$ cat src/rtl/fib_seq_engine.sv
`default_nettype none
// ============================================================================
//  Module   : fib_seq_engine
//  Purpose  : Computes term n of a two-term additive recurrence
//             t[k+2] = t[k] + t[k+1] with Fibonacci (0,1), Lucas (2,1) or
//             caller-supplied seeds. Sits behind a req/busy method-call
//             handshake and reports per-term unsigned overflow.
//  Ports    : clk, reset (sync, active-high)
//             n_in, mode, seed0, seed1 : call arguments, sampled on accepted req
//             req                      : call request (pulse or level)
//             busy                     : high while a req would be ignored
//             done                     : one-cycle pulse, result/overflow valid
//             result, overflow         : term n and its overflow flag (held)
//  Options  : FIB_SATURATE_EN - when defined, overflowed terms saturate to
//             all-ones instead of wrapping modulo 2^WIDTH.
//  Revision : 1.0 - initial release
// ============================================================================
module fib_seq_engine #(
    parameter int WIDTH   = 32,
    parameter int N_WIDTH = 8
) (
    input  logic               clk,
    input  logic               reset,
    input  logic [N_WIDTH-1:0] n_in,
    input  logic [1:0]         mode,
    input  logic [WIDTH-1:0]   seed0,
    input  logic [WIDTH-1:0]   seed1,
    input  logic               req,
    output logic               busy,
    output logic               done,
    output logic [WIDTH-1:0]   result,
    output logic               overflow
);

    typedef enum logic [1:0] {
        ST_INIT = 2'd0,
        ST_IDLE = 2'd1,
        ST_LOOP = 2'd2
    } state_t;

    state_t             r_state;
    logic [WIDTH-1:0]   r_cur;
    logic [WIDTH-1:0]   r_next;
    logic [N_WIDTH-1:0] r_i;
    logic [N_WIDTH-1:0] r_n;
    logic               r_ovf_cur;
    logic               r_ovf_next;

    logic [WIDTH-1:0]   w_term0;
    logic [WIDTH-1:0]   w_term1;
    logic [WIDTH:0]     w_sum;
    logic               w_sum_ovf;
    logic [WIDTH-1:0]   w_next_val;

    // Seed selection; the reserved mode falls back to Fibonacci.
    always_comb begin
        w_term0 = '0;
        w_term1 = WIDTH'(1);
        case (mode)
            2'd1: begin
                w_term0 = WIDTH'(2);
                w_term1 = WIDTH'(1);
            end
            2'd2: begin
                w_term0 = seed0;
                w_term1 = seed1;
            end
            default: begin
                w_term0 = '0;
                w_term1 = WIDTH'(1);
            end
        endcase
    end

    // One extra bit captures the carry-out of the running sum.
    assign w_sum     = {1'b0, r_cur} + {1'b0, r_next};
    // The new term is overflowed if it carried or if either operand already
    // was: once a term overflows, every later term inherits the flag.
    assign w_sum_ovf = r_ovf_next | r_ovf_cur | w_sum[WIDTH];

`ifdef FIB_SATURATE_EN
    localparam logic [WIDTH-1:0] c_all_ones = '1;
    assign w_next_val = w_sum_ovf ? c_all_ones : w_sum[WIDTH-1:0];
`else
    assign w_next_val = w_sum[WIDTH-1:0];
`endif

    always_ff @(posedge clk) begin
        if (reset) begin
            r_state    <= ST_INIT;
            r_cur      <= '0;
            r_next     <= WIDTH'(1);
            r_i        <= '0;
            r_n        <= '0;
            r_ovf_cur  <= 1'b0;
            r_ovf_next <= 1'b0;
            busy       <= 1'b1;
            done       <= 1'b0;
            result     <= '0;
            overflow   <= 1'b0;
        end else begin
            done <= 1'b0;
            case (r_state)
                ST_INIT: begin
                    busy    <= 1'b0;
                    r_state <= ST_IDLE;
                end
                ST_IDLE: begin
                    if (req) begin
                        r_cur      <= w_term0;
                        r_next     <= w_term1;
                        r_n        <= n_in;
                        r_i        <= '0;
                        r_ovf_cur  <= 1'b0;
                        r_ovf_next <= 1'b0;
                        busy       <= 1'b1;
                        r_state    <= ST_LOOP;
                    end
                end
                ST_LOOP: begin
                    // Compare before increment so n = 2^N_WIDTH-1 finishes
                    // without the counter wrapping.
                    if (r_i == r_n) begin
                        result   <= r_cur;
                        overflow <= r_ovf_cur;
                        done     <= 1'b1;
                        busy     <= 1'b0;
                        r_state  <= ST_IDLE;
                    end else begin
                        r_cur      <= r_next;
                        r_next     <= w_next_val;
                        r_ovf_cur  <= r_ovf_next;
                        r_ovf_next <= w_sum_ovf;
                        r_i        <= r_i + N_WIDTH'(1);
                    end
                end
                default: begin
                    busy    <= 1'b1;
                    r_state <= ST_INIT;
                end
            endcase
        end
    end

endmodule
`default_nettype wire

$ cat config.mk
export PLATFORM = sky130hd
export DESIGN_NAME = fib_seq_engine
export DESIGN_NICKNAME = d
export VERILOG_FILES = /design/src/rtl/fib_seq_engine.sv
export SDC_FILE = /design/constraint.sdc
export NUM_CORES = 1
export LEC_CHECK = 0
export ABC_AREA = 0
export BUFFER_PORTS_ARGS = -buffer_cell sky130_fd_sc_hd__buf_2
export CAP_MARGIN = 20
export CORE_MARGIN = 2
export CORE_UTILIZATION = 35
export CTS_CLUSTER_DIAMETER = 40
export DETAILED_ROUTE_END_ITERATION = 16
export HOLD_SLACK_MARGIN = 0.02
export SYNTH_ARGS = -nofsm -noshare
export SYNTH_HDL_FRONTEND = slang
export SYNTH_SLANG_ARGS = --single-unit
$ cat constraint.sdc
create_clock -name clk -period 5.6 [get_ports clk]
set_input_delay 0.56 -clock clk [delete_from_list [all_inputs] [get_ports clk]]
set_output_delay 0.56 -clock clk [all_outputs]
set_load 0.01 [all_outputs]
Yosys cells after proc, flatten, opt, wreduce, memory -nomap -nowiden
Cells that the tools add are included.
- reduce and logical (&&, ||, !) cells: 7
- bitwise logic cells: 3
- add/sub/neg operators: 2
- shift operators: 0
- $mul: 0
- equality and inequality tests: 8
- order comparisons: 0
- div/mod/pow operators: 0
- mux-type cells: 23
- operators by type and width (kind ; number):
    32-bit one-hot mux with 2 select lines ; 3
    32-bit two-way mux ; 5
    32-bit by 32-bit adder with 33-bit output ; 1
    8-bit two-way mux ; 2
    8-bit one-hot mux with 2 select lines ; 1
    8-bit by 1-bit adder with 8-bit output, second input constant ; 1
    8-bit == test ; 1
    1-bit two-way mux ; 6
    2-bit inequality test, second input constant ; 3
    2-bit one-hot mux with 3 select lines ; 1
    2-bit AND reduction ; 3
    2-bit by 1-bit == test with 1-bit output, second input constant ; 2
    2-bit == test, second input constant ; 2
    2-bit two-way mux ; 2
    1-bit one-hot mux with 2 select lines ; 2
    1-bit one-hot mux with 3 select lines ; 1
    3-bit AND reduction ; 1
    2-bit zero test ; 1
    1-bit OR ; 2
    2-bit nonzero test ; 1
    2-bit OR reduction ; 1
    1-bit inverter ; 1
- bits in read-only memories: 0
- memory bits (writable): 0
- latch bits: 0
- memories kept: 0
- bits of input ports: 77
- register bits: 119
- logic and storage cells: 54

Depth between registers and ports, before layout
Gate-level depths: netlist of run 1.
- depth after elaboration: 4
- mapped depth: 10
- mapped depth without buffers: 10

Worst setup path after synthesis of run 1
Ideal clock, no wire load.
- path kind: register to register
- start: register r_cur[0]
- end: register r_next[30]
- setup time: 0.103 ns
- required time: 5.497 ns
- path slack: 3.033 ns
- period minus slack after synthesis: 2.567 ns
- stages on the path, launching flop included: 11
- arrival: 2.464 ns
- cell sequence: dfxtp_1 > ha_1 > fa_1 > a21o_2 > a21oi_2 > o221a_4 > o211ai_2 > a41oi_2 > o21ai_2 > xnor2_1 > a2111oi_2
- longest elaborated chain between the ends: 3
- ends and longest elaborated chain (item ; RTL line ; text):
    from (decl) ; 42 ; logic [WIDTH-1:0] r_cur;
    from (signal assigned) ; 110 ; r_cur <= w_term0;
    from (signal assigned) ; 130 ; r_cur <= r_next;
    32-bit by 32-bit adder with 33-bit output ; 76 ; assign w_sum = {1'b0, r_cur} + {1'b0, r_next};
    32-bit two-way mux ; 123 ; if (r_i == r_n) begin
    32-bit one-hot mux with 2 select lines ; 103 ; case (r_state)
    to (signal assigned) ; 111 ; r_next <= w_term1;
    to (signal assigned) ; 131 ; r_next <= w_next_val;
    to (decl) ; 43 ; logic [WIDTH-1:0] r_next;
Every way passes these cells. The select of a mux whose other input is x is not followed.
A chain may end at the register's enable or synchronous reset.

Worst setup path in the final report of run 1
- start: register r_state[0]
- end: register r_next[30]
- longest elaborated chain between the ends: 3
- elaborated cells between the ends (all ways): 7
- ends and longest elaborated chain (item ; RTL line ; text):
    from (decl) ; 41 ; state_t r_state;
    from (signal assigned) ; 90 ; r_state <= ST_INIT;
    from (signal assigned) ; 106 ; r_state <= ST_IDLE;
    from (signal assigned) ; 117 ; r_state <= ST_LOOP;
    2-bit == test or 2-bit by 1-bit == test with 1-bit output (tied branches) ; 103 ;
    2-bit inequality test (no source line) or 2-bit nonzero test (tied branches) ; n/a ;
    3-bit AND reduction (no source line) ; n/a ;
Several ways; a longest one is shown, not always the timed one.

==> impl_metrics.csv, run 1 <==
group,metric,value,unit
outcome,outcome,"finished clean",
sta,worst_pin_slew,1.02,ns
sta,finalMaxSlewViolations,0,
worst_setup_path,reg2reg_to,"r_next[30]$_SDFFE_PP0P_",
clock_network,hold_buffers,0,
min_path,holdPathEnd,"r_n[0]$_SDFFE_PP0P_",
worst_setup_path,r2r_slack,2.39,ns
power_and_ir_drop,ir_worst_vdd,221,uV
worst_setup_path,crit_arrival,3.53,ns
layout,drive_gt1_frac,0.209,
die,die_w,141,um
worst_setup_path,end_kind,"flop",
sta,max_slew_margin,0.318,
clock_network,clk_latency,0.42,ns
place,portBuffers,111,
worst_setup_path,reg2regPathDepth,6,
worst_setup_path,path_class,"reg -> reg",
routing,wl_per_cell,16.2,um
logic_synthesis,ys_warn_count,0,
sta,rsz0062_at_grt,"false",
layout,final_util,0.423,
sta,setup_viol,0,
place,pre_cts_ws,2.19,ns
place,gp_congestion,0.839,
logic_synthesis,synth_cell_types,60,
logic_synthesis,synth-seq-cells,119,
global_route,first_global_vias,5865,
global_route,grt-ovfl-total,0,
place,dp_cells,1108,
layout,final_cell_mix,"129 x nand2_1, 119 x dfxtp_1, 110 x buf_2, 92 x nor2_1, 91 x a21oi_1",
min_path,holdCritStartpoint,"n_in[0]",
routing,first_pass_iters,9,
routing,drc,0,
clock_network,ctsResizeCount,0,
min_path,min_path_type,"in -> reg",
sta,hold_viol,0,
global_route,grtUsageTotal,0.188,
clock_network,cts_made_buffers,17,
sta,fmax,0.311,GHz
layout,final_nets,1007,
clock_network,cts_setup_buffers,0,
sta,final.setup.worst_slack,2.39,ns
power_and_ir_drop,p_leak,0.00316,uW
logic_synthesis,postSynthCellCount,816,
sta,fin_crit_sh,0.574,
sta,whs,0.372,ns
die,core,18600,um^2
power_and_ir_drop,p_per_area,307,nW/um^2
worst_setup_path,worstSetupStartpointType,"flop",
die,ioPinCount,112,
place,dp_hpwl,12800,um
sta,skew,0.0107,ns
min_path,hold_path_depth,3,
routing,drt_iter0_markers,436,
sta,timing.final.crit_period,3.21,ns
die,start_util,0.354,
clock_network,clk_pin_slew,0.06,ns
clock_network,htreeDepth,4,
worst_setup_path,path_max_fanout,45,
die,die_h,141,um
global_route,grt_pass1_wl,30100,um
die,dieArea,19900,um^2
logic_synthesis,yosysSeqAreaShare,0.362,
layout,finalNonFillerCells,1141,
clock_network,cts_tree,"done",
logic_synthesis,avgSynthCellArea,8.06,um^2
logic_synthesis,synth_ff_type,"dfxtp_1",
routing,wirelength,18500,um
clock_network,numClockSinks,119,
logic_synthesis,ys_async_sr_fraction,0,
logic_synthesis,syn_nets,929,
worst_setup_path,required,5.92,ns
routing,route.vias.total,6177,
sta,setup_tns,0,ns
logic_synthesis,netlist_area,6580,um^2
layout,final_common_cell,"nand2_1",
global_route,antenna_found_initial,0,
layout,antenna_cells,0,
routing,vias_per_cell,5.41,
routing,final_antenna_net_count,0,
logic_synthesis,synth_edf_count,0,
clock_network,cts_root_buffer,"clkbuf_16",
global_route,grt_max_degree,73,
worst_setup_path,r2r-start,"r_state[0]$_SDFFE_PP0P_",
clock_network,cts_max_path_buffers,2,
layout,area_growth,19.5,%
die,row_count,50,
run,maxCapViolCount,0,
-- power breakdown --
group          internal [uW]  switching [uW]
logic                    148             243
registers                894            41.6
clock network            667             420
-- registers in the layout (all words and copies together), names as in the netlist --
| name | flops |
|---|---|
| r_cur | 32 |
| overflow | 1 |
| r_ovf_cur | 1 |
| result | 32 |
| busy | 1 |
| r_state | 2 |
| r_i | 8 |
| r_ovf_next | 1 |
| r_next | 32 |
| done | 1 |
| r_n | 8 |
-- critical path, cell delays in order, from the launching register on --
cell	delay, ns
dfxtp_1	0.45
nand2_1	0.14
nor2_1	0.79
or2_2	0.88
buf_4	0.45
nor2_1	0.09
a2111oi_2	0.28
-- worst max-delay path by stage --
stage,startpoint,slack (ns),cells past startpoint,to
4_1_cts,r_state[0]$_SDFFE_PP0P_,2.42,6,r_next[29]$_SDFFE_PP0P_
3_5_place_dp,req,2.19,7,r_next[29]$_SDFFE_PP0P_
5_1_grt,r_state[0]$_SDFFE_PP0P_,2.14,7,r_next[25]$_SDFFE_PP0P_
6_report,r_state[0]$_SDFFE_PP0P_,2.39,6,r_next[30]$_SDFFE_PP0P_
3_3_place_gp,req,2.30,8,r_next[21]$_SDFFE_PP0P_
2_1_floorplan,r_cur[0]$_SDFFE_PP0P_,3.03,10,r_next[30]$_SDFFE_PP0P_
-- per-layer routing --
layer / global-route usage / part of all wire
met3: 0.0438 / 0.045
met4: 0.0511 / 0.0086
met2: 0.301 / 0.46
met1: 0.254 / 0.48
met5: 0 / 0
-- logic make-up (layout without fill, tap and decap cells) --
kind of cell               after synthesis  in the layout  synth area share
adders and majority gates               36             36            0.0696
DFF                                    119            119             0.362
xor gates and xnor gates                43             43            0.0572
buffers and inverters                   69            160            0.0435
AOI/OAI and AO/OA                      237            237             0.263
and+or+nand+nor                        312            312             0.205
-- synthesized netlist by cell type (13+ instances only) --
cell type	number	area, um^2
nand3_1	29	145
nand2_1	129	484
a221oi_1	17	149
nor2_1	94	353
a21oi_1	92	460
a311oi_1	13	114
ha_1	35	438
buf_2	13	65.1
dfxtp_1	119	2380
o21ai_0	20	100
a222oi_1	15	150
clkbuf_1	46	173
xnor2_1	20	175
xor2_1	23	201
nor3_1	27	135
-- stage by stage --
stage / cell area [um^2] / power, uW
2_1_floorplan: 6580 / 1230
3_3_place_gp: 7260 / 1340
3_5_place_dp: 7260 / 1340
4_1_cts: 7850 / 2440
5_1_grt: 7860 / 2520
6_report: 7860 / 2410
-- layout make-up --
class,instances,area [um^2]
tap,234,293
sequential,119,2380
clock buffer,18,439
fill,1885,10700
multi-input combinational,628,3930
clock inverter,14,154
timing repair buffer,120,633
inverter,8,30.0
(Power assumes the default switching activity.)
==> inputs of run 2 (changes only) <==
- clock period: 5.6 -> 2.6 ns (I/O delays scaled with it)
==> run 2 against run 1 <==
Compared with the run above: via count rose by 1.6%; non-clock buffer count rose by 26; sequential power rose by 120%; critical path type unchanged; largest cell class unchanged; largest power group unchanged.
==> impl_metrics.csv, run 2 (synthesis results as in run 1) <==
group,metric,value,unit
sta,final.setup.worst_slack,0.111,ns
clock_network,numClockSinks,119,
clock_network,cts_tree,"done",
run,maxCapViolCount,0,
layout,final_common_cell,"nand2_1",
die,row_count,50,
layout,final_cell_mix,"129 x nand2_1, 119 x dfxtp_1, 110 x buf_2, 92 x nor2_1, 89 x a21oi_1",
place,gp_congestion,0.860,
min_path,hold_path_depth,3,
global_route,grtUsageTotal,0.194,
power_and_ir_drop,p_per_area,648,nW/um^2
routing,drt_iter0_markers,454,
layout,final_util,0.442,
layout,drive_gt1_frac,0.242,
place,pre_cts_ws,-0.0307,ns
sta,finalMaxSlewViolations,0,
layout,antenna_cells,0,
power_and_ir_drop,p_total,5330,uW
die,core,18600,um^2
sta,rsz0062_at_grt,"true",
power_and_ir_drop,p_switching,1460,uW
routing,first_pass_iters,7,
global_route,grt_max_degree,44,
sta,hold_viol,0,
min_path,min_path_type,"in -> reg",
global_route,antenna_found_initial,0,
die,die_h,141,um
layout,seqCellArea,2380,um^2
sta,worst_pin_slew,0.644,ns
layout,reg.largest.list,"r_cur (32), r_next (32), result (32)",
power_and_ir_drop,clkPwrFrac,0.452,
worst_setup_path,r2r-start,"r_cur[0]$_SDFFE_PP0P_",
worst_setup_path,r2r_slack,0.11,ns
worst_setup_path,required,2.92,ns
clock_network,cts_max_path_buffers,2,
worst_setup_path,reg2reg_to,"r_next[30]$_SDFFE_PP0P_",
sta,fmax,0.402,GHz
clock_network,hold_buffers,0,
clock_network,cts_made_buffers,17,
worst_setup_path,path_class,"reg -> reg",
worst_setup_path,reg2regPathDepth,10,
die,die_w,141,um
min_path,holdCritStartpoint,"n_in[7]",
min_path,holdPathEnd,"r_n[7]$_SDFFE_PP0P_",
die,ioPinCount,112,
global_route,first_global_vias,6192,
routing,vias_per_cell,5.38,
routing,wl_per_cell,16.1,um
layout,area_growth,24.9,%
worst_setup_path,worstSetupStartpointType,"flop",
sta,timing.final.crit_period,2.49,ns
global_route,grt-ovfl-total,0,
layout,multi_input_area,4040,um^2
layout,final_nets,1033,
sta,setup_viol,0,
power_and_ir_drop,p_leak,0.00333,uW
clock_network,htreeDepth,4,
routing,final_antenna_net_count,0,
place,dp_hpwl,13500,um
power_and_ir_drop,pwr-share-comb,0.170,
clock_network,clk_pin_slew,0.05,ns
place,portBuffers,111,
worst_setup_path,end_kind,"flop",
routing,wirelength,18800,um
worst_setup_path,crit_arrival,2.81,ns
layout,n_fill_cell,1899,
sta,fin_crit_sh,0.957,
power_and_ir_drop,intPower,3860,uW
power_and_ir_drop,swShare,0.275,
outcome,outcome,"finished clean",
power_and_ir_drop,ir_worst_vdd,519,uV
global_route,grt_pass1_wl,31300,um
sta,skew,0.0110,ns
clock_network,clk_latency,0.43,ns
die,start_util,0.354,
sta,whs,0.0806,ns
worst_setup_path,path_max_fanout,4,
power_and_ir_drop,pwr-share-seq,0.378,
die,dieArea,19900,um^2
sta,max_slew_margin,0.570,
routing,drc,0,
clock_network,cts_root_buffer,"clkbuf_16",
routing,route.vias.total,6277,
## run 2: cell count changes in the layout (fill, tap and decap cells not counted), sizes merged
cell / previous run / this run
buf: 120 / 146
bufinv: 2 / 3
clkbuf: 18 / 23
clkinv: 6 / 5
clkinvlp: 6 / 1
## run 2: what timing repair did
| item | 4_1_cts | 5_1_grt |
|---|---|---|
| endpoints found under the setup margin | 3 | 12 |
| pin swaps | 1 | 5 |
| buffers inserted | 0 | 2 |
| gates resized for setup | 2 | 17 |
## run 2: layout make-up
cell class	instances	area share
inverters	8	0.00365
clock buffers	23	0.0581
clock inverters	9	0.0149
repair buffers	146	0.106
multi-input cells	628	0.492
well taps	234	0.0356
flip-flops and latches	119	0.290
## run 2: worst max path at each step
stage / start / to / slack, ns
2_1_floorplan: r_cur[0]$_SDFFE_PP0P_ / r_next[30]$_SDFFE_PP0P_ / 0.03
3_3_place_gp: r_cur[0]$_SDFFE_PP0P_ / r_next[30]$_SDFFE_PP0P_ / -0.01
3_5_place_dp: r_cur[0]$_SDFFE_PP0P_ / r_next[30]$_SDFFE_PP0P_ / -0.03
4_1_cts: r_cur[0]$_SDFFE_PP0P_ / r_next[30]$_SDFFE_PP0P_ / 0.01
5_1_grt: r_cur[0]$_SDFFE_PP0P_ / r_next[16]$_SDFFE_PP0P_ / -0.02
6_report: r_cur[0]$_SDFFE_PP0P_ / r_next[30]$_SDFFE_PP0P_ / 0.11
## run 2: critical path, cell delays in order, from the launching register on
cell and delay [ns]:
dfxtp_1 0.31, ha_2 0.19, fa_2 0.36, a21o_4 0.24, a21oi_4 0.15, o221a_4 0.21
o211ai_4 0.11, a41oi_2 0.27, o21ai_2 0.08, xnor2_1 0.13, a2111oi_2 0.33
## run 2: layer usage
metal | GRT usage | share of wire
met1 | 0.262 | 0.49
met2 | 0.314 | 0.46
met3 | 0.0401 | 0.044
met4 | 0.0589 | 0.011
met5 | 0 | 0
## run 2: power by group through the flow
| stage | combinational [uW] | clock [uW] | sequential [uW] |
|---|---|---|---|
| CTS | 890 | 2450 | 2010 |
| floorplan | 620 | 0 | 2030 |
| finish | 905 | 2410 | 2020 |
| global placement | 878 | 0 | 2050 |
| global route | 1010 | 2530 | 2030 |
| detailed placement | 882 | 0 | 2050 |
## run 2: metrics by stage
| stage | std cells | cell area [um^2] | TNS (ns) |
|---|---|---|---|
| 6_report | 1167 | 8220 | 0 |
| 5_1_grt | 1167 | 8220 | -0.0287 |
| 4_1_cts | 1165 | 8100 | 0 |
| 3_5_place_dp | 1133 | 7490 | -0.0366 |
| 3_3_place_gp | 1133 | 7490 | -0.0122 |
| 2_1_floorplan | 816 | 6580 | 0 |
==> inputs of run 3 (changes only) <==
- BUFFER_PORTS_ARGS: -buffer_cell sky130_fd_sc_hd__buf_2 -> -buffer_cell sky130_fd_sc_hd__buf_4
- MAX_ROUTING_LAYER: default -> met4
==> run 3 against run 2 <==
Compared with the run above: clock-buffer cell count fell by 1; sequential share of layout area fell by 0.72 points; maximum frequency rose by 0.41%; routed wire length fell by 0.56%.
==> impl_metrics.csv, run 3 (synthesis results as in run 1) <==
group,metric,value,unit
clock_network,cts_tree,"done",
layout,final_common_cell,"buf_4",
power_and_ir_drop,p_per_area,621,nW/um^2
sta,final.setup.worst_slack,0.121,ns
sta,whs,0.0800,ns
clock_network,clk_latency,0.43,ns
worst_setup_path,required,2.93,ns
sta,setup_viol,0,
sta,max_slew_margin,0.575,
clock_network,cts_made_buffers,17,
layout,final_nets,1034,
place,gp_congestion,0.871,
sta,finalMaxSlewViolations,0,
worst_setup_path,worstSetupStartpoint,"r_cur[0]$_SDFFE_PP0P_",
sta,timing.final.crit_period,2.48,ns
global_route,grt-ovfl-total,0,
worst_setup_path,cpPeakStageDelay,0.34,ns
worst_setup_path,path_max_fanout,4,
place,dp_hpwl,13600,um
clock_network,htreeDepth,4,
die,dieArea,19900,um^2
die,row_count,50,
routing,first_pass_iters,7,
routing,drt_iter0_markers,458,
routing,route.vias.total,6352,
die,die_h,141,um
global_route,grtUsageTotal,0.197,
die,core,18600,um^2
min_path,min_path_type,"in -> reg",
layout,antenna_cells,0,
clock_network,cts_max_path_buffers,2,
routing,vias_per_cell,5.44,
routing,final_antenna_net_count,0,
place,portBuffers,111,
layout,multi_input_area,4020,um^2
layout,final_cell_mix,"144 x buf_4, 129 x nand2_1, 117 x dfxtp_1, 92 x nor2_1, 90 x a21oi_1",
place,pre_cts_ws,-0.0928,ns
layout,reg.largest.list,"r_cur (32), r_next (32), result (32)",
sta,fin_crit_sh,0.953,
sta,worst_pin_slew,0.637,ns
worst_setup_path,reg2reg_to,"r_next[30]$_SDFFE_PP0P_",
clock_network,hold_buffers,0,
layout,seqCellArea,2380,um^2
worst_setup_path,end_kind,"flop",
worst_setup_path,r2r-start,"r_cur[0]$_SDFFE_PP0P_",
worst_setup_path,path_class,"reg -> reg",
worst_setup_path,crit_slowest_cell,"fa_2",
routing,wirelength,18700,um
worst_setup_path,crit_path_end,"r_next[30]$_SDFFE_PP0P_",
power_and_ir_drop,ir_worst_vdd,468,uV
layout,area_growth,28.2,%
layout,n_fill_cell,1844,
die,die_w,141,um
worst_setup_path,r2r_slack,0.12,ns
sta,fmax,0.403,GHz
run,maxCapViolCount,0,
clock_network,clk_pin_slew,0.06,ns
die,start_util,0.354,
sta,hold_viol,0,
layout,drive_gt1_frac,0.242,
place,placed_area,7760,um^2
outcome,outcome,"finished clean",
sta,skew,0.00841,ns
worst_setup_path,crit_chain,"ha_2 -> fa_2 -> a21o_2 -> a21oi_4 -> o221a_4 -> o211ai_4 -> a41oi_2 -> o21ai_2 -> xnor2_1 -> a2111oi_2",
die,ioPinCount,112,
worst_setup_path,worstSetupStartpointType,"flop",
sta,rsz0062_at_grt,"true",
global_route,first_global_vias,6118,
worst_setup_path,crit_arrival,2.81,ns
power_and_ir_drop,p_leak,0.00337,uW
clock_network,cts_root_buffer,"clkbuf_16",
global_route,antenna_found_initial,0,
global_route,grt_pass1_wl,30700,um
global_route,grt_max_degree,49,
routing,wl_per_cell,16.0,um
worst_setup_path,reg2regPathDepth,10,
routing,drc,0,
layout,final_area,8440,um^2
clock_network,numClockSinks,119,
==> run 3: cell types whose count changed in the layout (fill, tap and decap cells not counted), sizes merged <==
cell and change:
clkbuf -1, clkinv +2, buf +1, bufinv -1
==> run 3: stage by stage <==
stage           util  instances  TNS (ns)  power [uW]
2_1_floorplan      -        816         0        2650
3_3_place_gp   0.418       1134  -0.00718        2960
3_5_place_dp   0.418       1134    -0.116        2960
4_1_cts        0.450       1167         0        5260
5_1_grt        0.454       1168   -0.0372        5490
6_report       0.454       1168         0        5240
==> run 3: final cells by class <==
class                      count  area share
clock buffer                  22      0.0550
clock inverter                10      0.0122
inverter                       8     0.00356
multi-input combinational    628       0.477
sequential                   119       0.283
tap                          234      0.0347
timing repair buffer         147       0.135
==> run 3: worst min-delay path by stage <==
| stage | from | endpoint | slack (ns) | depth (start not counted) |
|---|---|---|---|---|
| after floorplan | n_in[0] | r_n[0]$_SDFFE_PP0P_ | 0.40 | 2 |
| after global placement | result[26]$_SDFFE_PP0P_ | result[26]$_SDFFE_PP0P_ | 0.45 | 2 |
| after detailed placement | result[6]$_SDFFE_PP0P_ | result[6]$_SDFFE_PP0P_ | 0.45 | 2 |
| after CTS | n_in[1] | r_n[1]$_SDFFE_PP0P_ | 0.07 | 3 |
| after global routing | n_in[0] | r_n[0]$_SDFFE_PP0P_ | 0.08 | 3 |
| final | n_in[2] | r_n[2]$_SDFFE_PP0P_ | 0.08 | 3 |
==> run 3: power breakdown <==
group          internal (uW)  switching [uW]
Clock                   1440             848
Sequential              1930            88.8
Combinational            396             536
Total                   3770            1470
==> run 3: per-layer routing <==
layer | vias up | track usage | routed length (um)
li1 | 3171 | - | -
met1 | 3014 | 0.256 | 8960
met2 | 145 | 0.312 | 8770
met3 | 22 | 0.0397 | 748
met4 | 0 | 0.0553 | 224
met5 | - | - | 0
==> run 3: timing repair <==
action | 4_1_cts | 5_1_grt
pin swaps | 3 | 8
setup buffers | 1 | 1
resized for setup | 3 | 15
endpoints found under the setup margin | 4 | 10
==> run 3: worst max-delay path: cells and delay by family (launching register included) <==
kind,cells,cell delay [ns]
AOI/OAI and AO/OA,7,1.38
DFF,1,0.32
xor gates and xnor gates,1,0.14
adders and majority gates,2,0.54
